==> config.mk <==
export PLATFORM = sky130hd
export DESIGN_NAME = argmax_reader
export DESIGN_NICKNAME = d
export VERILOG_FILES = /design/src/rtl/argmax_reader.sv
export SDC_FILE = /design/constraint.sdc
export NUM_CORES = 1
export LEC_CHECK = 0
export CAP_MARGIN = 25
export CORE_MARGIN = 2
export CORE_UTILIZATION = 39
export CTS_CLUSTER_DIAMETER = 60
export DETAILED_ROUTE_END_ITERATION = 10
export REMOVE_ABC_BUFFERS = 1
export SKIP_LAST_GASP = 1
export SYNTH_ARGS = -nofsm -noshare
export SYNTH_HDL_FRONTEND = slang
export SYNTH_SLANG_ARGS = --single-unit
==> constraint.sdc <==
create_clock -name clk -period 3.5 [get_ports clk]
set_input_delay 1.05 -clock clk [delete_from_list [all_inputs] [get_ports clk]]
set_output_delay 1.05 -clock clk [all_outputs]
set_load 0.01 [all_outputs]
==> src/rtl/argmax_reader.sv <==
// argmax_reader: sequentially reads the logit RAM and reports the index/value of the largest signed logit.
// Define ARGMAX_MARGIN_EN to also track the runner-up and output the top1-top2 margin.
module argmax_reader #(
    parameter int OUT_DIM = 10,
    parameter int IDX_W = $clog2(OUT_DIM)
) (
    input  logic                    clk,
    input  logic                    rst_n,
    input  logic                    start,
    output logic                    busy,
    output logic                    done,
    output logic [IDX_W-1:0]        y_addr,
    input  logic signed [31:0]      y_data,
    output logic [IDX_W-1:0]        class_idx,
    output logic signed [31:0]      max_logit,
    output logic                    result_valid
`ifdef ARGMAX_MARGIN_EN
    ,
    output logic [32:0]             margin
`endif
);
    typedef enum logic [1:0] {S_IDLE, S_PRIME, S_SCAN} state_t;
    localparam logic [IDX_W-1:0] LAST = IDX_W'(OUT_DIM - 1);
    state_t state, state_nx;
    logic busy_nx, done_nx, rv_nx, first, gt;
    logic [IDX_W-1:0] addr_nx, rd_idx, rd_nx, best_idx, best_idx_nx, cls_nx, cand_idx;
    logic signed [31:0] best, best_nx, max_nx, cand;
    assign first    = rd_idx == '0;
    assign gt       = y_data > best;
    assign cand     = (first || gt) ? y_data : best;
    assign cand_idx = first ? '0 : gt ? rd_idx : best_idx;
`ifdef ARGMAX_MARGIN_EN
    logic signed [31:0] best2, best2_nx, cand2;
    logic [32:0] margin_nx;
    // A later tie with the leader becomes the runner-up, so equal top values give a zero margin.
    assign cand2 = first ? 32'sh8000_0000 : gt ? best :
                   (y_data > best2 || y_data == best) ? y_data : best2;
`endif
    always_comb begin
        state_nx    = state;
        busy_nx     = busy;
        done_nx     = 1'b0;
        rv_nx       = result_valid;
        addr_nx     = y_addr;
        rd_nx       = rd_idx;
        best_nx     = best;
        best_idx_nx = best_idx;
        cls_nx      = class_idx;
        max_nx      = max_logit;
`ifdef ARGMAX_MARGIN_EN
        best2_nx    = best2;
        margin_nx   = margin;
`endif
        case (state)
            S_IDLE: if (start) begin
                addr_nx  = '0;
                busy_nx  = 1'b1;
                rv_nx    = 1'b0;
                state_nx = S_PRIME;
            end
            S_PRIME: begin
                addr_nx  = IDX_W'(1);
                rd_nx    = '0;
                state_nx = S_SCAN;
            end
            S_SCAN: begin
                best_nx     = cand;
                best_idx_nx = cand_idx;
`ifdef ARGMAX_MARGIN_EN
                best2_nx    = cand2;
`endif
                addr_nx     = (y_addr == LAST) ? y_addr : y_addr + 1'b1;
                if (rd_idx == LAST) begin
                    cls_nx   = cand_idx;
                    max_nx   = cand;
`ifdef ARGMAX_MARGIN_EN
                    margin_nx = {cand[31], cand} - {cand2[31], cand2};
`endif
                    done_nx  = 1'b1;
                    rv_nx    = 1'b1;
                    busy_nx  = 1'b0;
                    state_nx = S_IDLE;
                end else begin
                    rd_nx = rd_idx + 1'b1;
                end
            end
            default: state_nx = S_IDLE;
        endcase
    end
    always_ff @(posedge clk) begin
        if (!rst_n) begin
            state        <= S_IDLE;
            busy         <= 1'b0;
            done         <= 1'b0;
            result_valid <= 1'b0;
            y_addr       <= '0;
            rd_idx       <= '0;
            best         <= '0;
            best_idx     <= '0;
            class_idx    <= '0;
            max_logit    <= '0;
`ifdef ARGMAX_MARGIN_EN
            best2        <= '0;
            margin       <= '0;
`endif
        end else begin
            state        <= state_nx;
            busy         <= busy_nx;
            done         <= done_nx;
            result_valid <= rv_nx;
            y_addr       <= addr_nx;
            rd_idx       <= rd_nx;
            best         <= best_nx;
            best_idx     <= best_idx_nx;
            class_idx    <= cls_nx;
            max_logit    <= max_nx;
`ifdef ARGMAX_MARGIN_EN
            best2        <= best2_nx;
            margin       <= margin_nx;
`endif
        end
    end
endmodule

Yosys cells after proc, flatten, opt, wreduce, memory -nomap -nowiden. Cells that the tools add are included. Widths: inputs -> output; s select.

Flip-flop bits (word level): 85. Input bits: 35. Output and inout port bits: 43. Logic and storage cells: 51.

$add $sub $neg: 2. Order comparisons: 1. Equal/unequal tests: 8. Muxes and demuxes: 18. Reduce and logical (&&, ||, !) cells: 12.

Operators by type and width (count): $gt 32x32->1 (1); $mux 32 (1); $mux 4 (5); $pmux 4 s3 (1); $add 4x1->4 const B (2); $eq 4x4->1 const B (2); $ne 2x2->1 const B (4); $pmux 4 s2 (1); $reduce_and 2->1 (4); $pmux 2 s3 (1); $reduce_and 3->1 (2); $mux 1 (5); $logic_not 4->1 (1); $mux 2 (2); $pmux 1 s2 (2); $reduce_bool 2->1 (2); $reduce_bool 3->1 (1); $eq 2x1->1 const B (1); $eq 2x2->1 const B (1); $logic_not 2->1 (1); $logic_or 1x1->1 (1).

Depth between registers and ports, before layout.
Depth after elaboration: 3. Mapped depth: 13. Mapped depth without buffers: 9.

Worst setup path after synthesis. OpenSTA, ideal clock, no wires.

Path kind: input -> register. Start point: input y_data[31]. End point: register best_idx[2]. Library setup time: 0.130 ns. Arrival time: 3.029 ns. Data required time: 3.370 ns. Setup slack: 0.341 ns. Cell stages on the path: 12. Buffers on the path: 4. Path through: ha_1 -> buf_4 -> nand4_4 -> nor4_4 -> a221oi_2 -> o21a_1 -> buf_6 -> o2111a_2 -> buf_6 -> buf_2 -> o311ai_1 -> o31ai_1.

Cells in the longest elaborated chain, start to end: 3.

RTL lines: start, declared (RTL line 13) `input logic signed [31:0] y_data,`; $gt 32x32->1 (RTL line 29) `assign gt = y_data > best;`; $mux 4 (2 in series) (RTL line 31) `assign cand_idx = first ? '0 : gt ? rd_idx : best_idx;`; end signal, assigned (RTL line 114) `best_idx <= best_idx_nx;`; end, declared (RTL line 26) `logic [IDX_W-1:0] addr_nx, rd_idx, rd_nx, best_idx, best_idx_nx, cls_nx, cand_idx;`.

No other way between the ends. A chain may end at the register's enable or synchronous reset.

Worst setup path in the final report.
Start point: input y_data[11]. End point: register max_logit[25].

Cells in the longest elaborated chain, start to end: 3.

RTL lines: $gt 32x32->1 (RTL line 29); $logic_or 1x1->1 (RTL line 30) `assign cand = (first || gt) ? y_data : best;`; $mux 32 (RTL line 30); end signal, assigned (RTL line 116) `max_logit <= max_nx;`; end, declared (RTL line 15) `output logic signed [31:0] max_logit,`.

No other way between the ends.

==> out/qor.yml <==
route:
  post-route-drc-count: 8
  vias: 4607
  wl_per_cell_um: 16.2
  ant_nets: 0
  dr.pass1.iters: 7
  via_per_inst: 5.65
  routed_wl_mm: 13.2
  drt-initial-drc-count: 247
cts:
  clockRootBuffer: "clkbuf_16"
  cts_setup_buffers: 0
  cts_sinks: 85
  cts-buffers-inserted: 9
  cts_max_level: 3
  cts_resized: 0
  clkTransAtPathRegs_ns: 0.06
  cts_buffer_depth: 2
  clk_latency_ns: 0.34
  cts_tree: "yes"
  cts_hold_buf: 0
final_layout:
  finalNetCount: 742
  nFillCells: 1074
  final_util_pct: 54.7
  design_area_um2: 6300
  antenna_cells: 0
  area_growth_pct: 35.6
  layout-drive-gt1-share_pct: 13.7
synthesis:
  synth.yosys.seq_area_share_pct: 36.6
  post_synth_inst_count: 565
  yosysUniqueCellTypes: 50
  synth-seq-cells: 85
  yosysTopAreaCellShare_pct: 36.6
  syn_area_per_cell_um2: 8.22
  netlist_top_cells_area: "dfxtp_1 (37%), ha_1 (11%), o21ai_0 (8.4%), a21oi_1 (6.2%), a311oi_1 (5.8%)"
  synth_area_leader_cell: "dfxtp_1"
  ys_warn_count: 0
  syn_area_um2: 4650
critical_path:
  path_cells: "clkdlybuf4s50_1 -> ha_1 -> nand4_1 -> a2111o_1 -> o211a_1 -> buf_4 -> o2111ai_2 -> nand2b_1 -> buf_4 -> a311oi_1"
  timing.critical_path.buf_inv: 3
  worstSetupPathType: "in2reg"
  cp.arrival_ns: 3.65
  critPathCaptureType: "flop"
  critPathTopFamily: "compound AO/OA/AOI/OAI gates"
  cp_slowest_cell: "clkdlybuf4s50_1"
  crit_top_cell: "buf_4"
  cp_max_fo: 10
  critPathLaunchType: "input port"
  critPathRequiredTime_ns: 3.74
  max_stage_delay_ns: 0.46
worst_hold_path:
  hp-class: "reg2reg"
sta:
  hold_viol: 0
  maxSlewViolCount: 0
  slew_headroom_pct: 45.3
  fin_tns_setup_ns: 0
  setup_ws_ns: 0.0951
  setup_viol: 0
  post-route-period-util_pct: 97.3
  fmax_mhz: 294
  period_minus_slack_ns: 3.40
  tightest_slew_ns: 0.808
  holdWs_ns: 0.474
  finClkSkew_ns: 0.00593
global_routing:
  grt_max_degree: 38
  grt_pass1_vias: 4526
  gr-total-overflow: 0
  antenna_found_initial: 0
  grt_pass1_wl_mm: 22.1
  grtUsageTotal_pct: 21.0
place:
  place_area_um2: 5920
  gp_congestion: 0.848
  dp_hpwl_mm: 9.01
  pre_cts_ws_ns: -0.243
  port_buffers: 77
floorplanning:
  ios: 78
  die-height_um: 113
  start_util_pct: 40.4
  core_um2: 11500
  die_w_um: 113
  dieArea_um2: 12800
  num_rows: 39
power_and_ir_drop:
  power.density_nw_per_um2: 391
  peakVddDrop_v: 0.000182
  p_leak_uw: 0.00224
status:
  violations: "design-rule violations"
  status: "finished with violations"
flow_run:
  cap_viol_max_count: 0
[logic make-up (layout without fill, tap and decap cells)]
logic type / after synthesis / count (layout) / synth area share (%)
flip-flops: 85 / 85 / 36.6
adder cells (fa/ha/maj): 40 / 40 / 10.8
buffers and inverters: 89 / 196 / 7.84
AO/OA/AOI/OAI: 201 / 201 / 27.2
AND/OR/NAND/NOR: 150 / 150 / 17.6
[stage by stage]
stage / std cells / total power (µW)
floorplan: 517 / 1190
global placement: 799 / 1360
detailed placement: 799 / 1370
CTS: 815 / 2480
global route: 815 / 2560
finish: 815 / 2470
[Yosys cell counts (all sizes together)]
master,instances
nand3,42
a22oi,1
a31oi,1
and3b,1
o211a,2
or3,1
o21ai,80
o22ai,1
a221oi,2
a2bb2oi,2
o2111a,1
o32ai,2
nor3b,1
a2111o,1
o311a,1
nand2,21
nand4b,1
o221ai,1
nand4,8
inv,41
o2111ai,3
nor2,20
nand2b,6
a2111oi,1
o211ai,3
nor3,5
o31ai,1
a21oi,58
buf,12
or2,2
o21a,4
clkbuf,36
o311ai,2
nand3b,2
nor4,35
a311oi,31
nor2b,5
a211oi,1
ha,40
dfxtp,85
o221a,2
[metal layers]
metal  vias to the layer above  global-route usage, %  share of wire [%]
met5                         -                      0                  0
met4                         0                   7.24                1.6
met3                        16                   3.86                4.7
met2                       105                   33.3                 45
met1                      2176                   29.0                 49
li1                       2310                      -                  -
[final cells by class]
cell class                      instances  area (µm²)  area share (%)
Sequential cell                        85        1700            27.0
Inverter                               41         154            2.44
Clock inverter                          4        95.1            1.51
Timing Repair Buffer                  139        1300            20.7
Clock buffer                           12         246            3.91
Tap cell                              143         179            2.84
Multi-Input combinational cell        391        2630            41.6
[where the power goes]
part,switching [µW],internal [µW],total [µW],leakage (µW)
clock network,394,717,1110,0.000167
logic,190,165,355,0.00139
registers,11.3,989,1000,0.000686
total,595,1870,2470,0.00224
[cells in the final DEF (no fill, tap or decap), types with 3 or more instances in the layout]
cell type,instances
a21oi_1,58
inv_1,40
bufinv_16,3
nor3_1,5
ha_1,40
nor2b_1,5
clkdlybuf4s50_1,77
o21a_1,4
nand3_1,42
nor2_1,19
nand4_1,7
buf_4,56
nand2b_1,6
clkbuf_16,9
a311oi_1,30
nand2_1,21
o211ai_1,3
o21ai_0,78
dfxtp_1,85
buf_12,5
nor4_1,33
[registers in the layout (all words and copies together) (netlist names)]
register      count
result_valid      1
class_idx         4
done              1
y_addr            4
best             32
max_logit        32
busy              1
state             2
best_idx          4
rd_idx            4
[worst paths after layout]
path                                  from  cells past startpoint             to  slack (ns)
worst min register to register    best[19]                      2       best[19]        0.47
worst min-delay path              best[19]                      2       best[19]        0.47
worst max register to register    best[11]                     10  max_logit[25]        0.90
worst max-delay path            y_data[11]                     10  max_logit[25]         0.1
[worst reg2reg max path, delay by kind of cell, from the launching register on]
kind            cells  cell delay, ns
compound gates      4            1.10
buf+inv             3            0.40
simple gates        2            0.35
flops               1            0.33
fa+ha+maj           1            0.32
No activity file was read; power rests on OpenSTA's default activity.
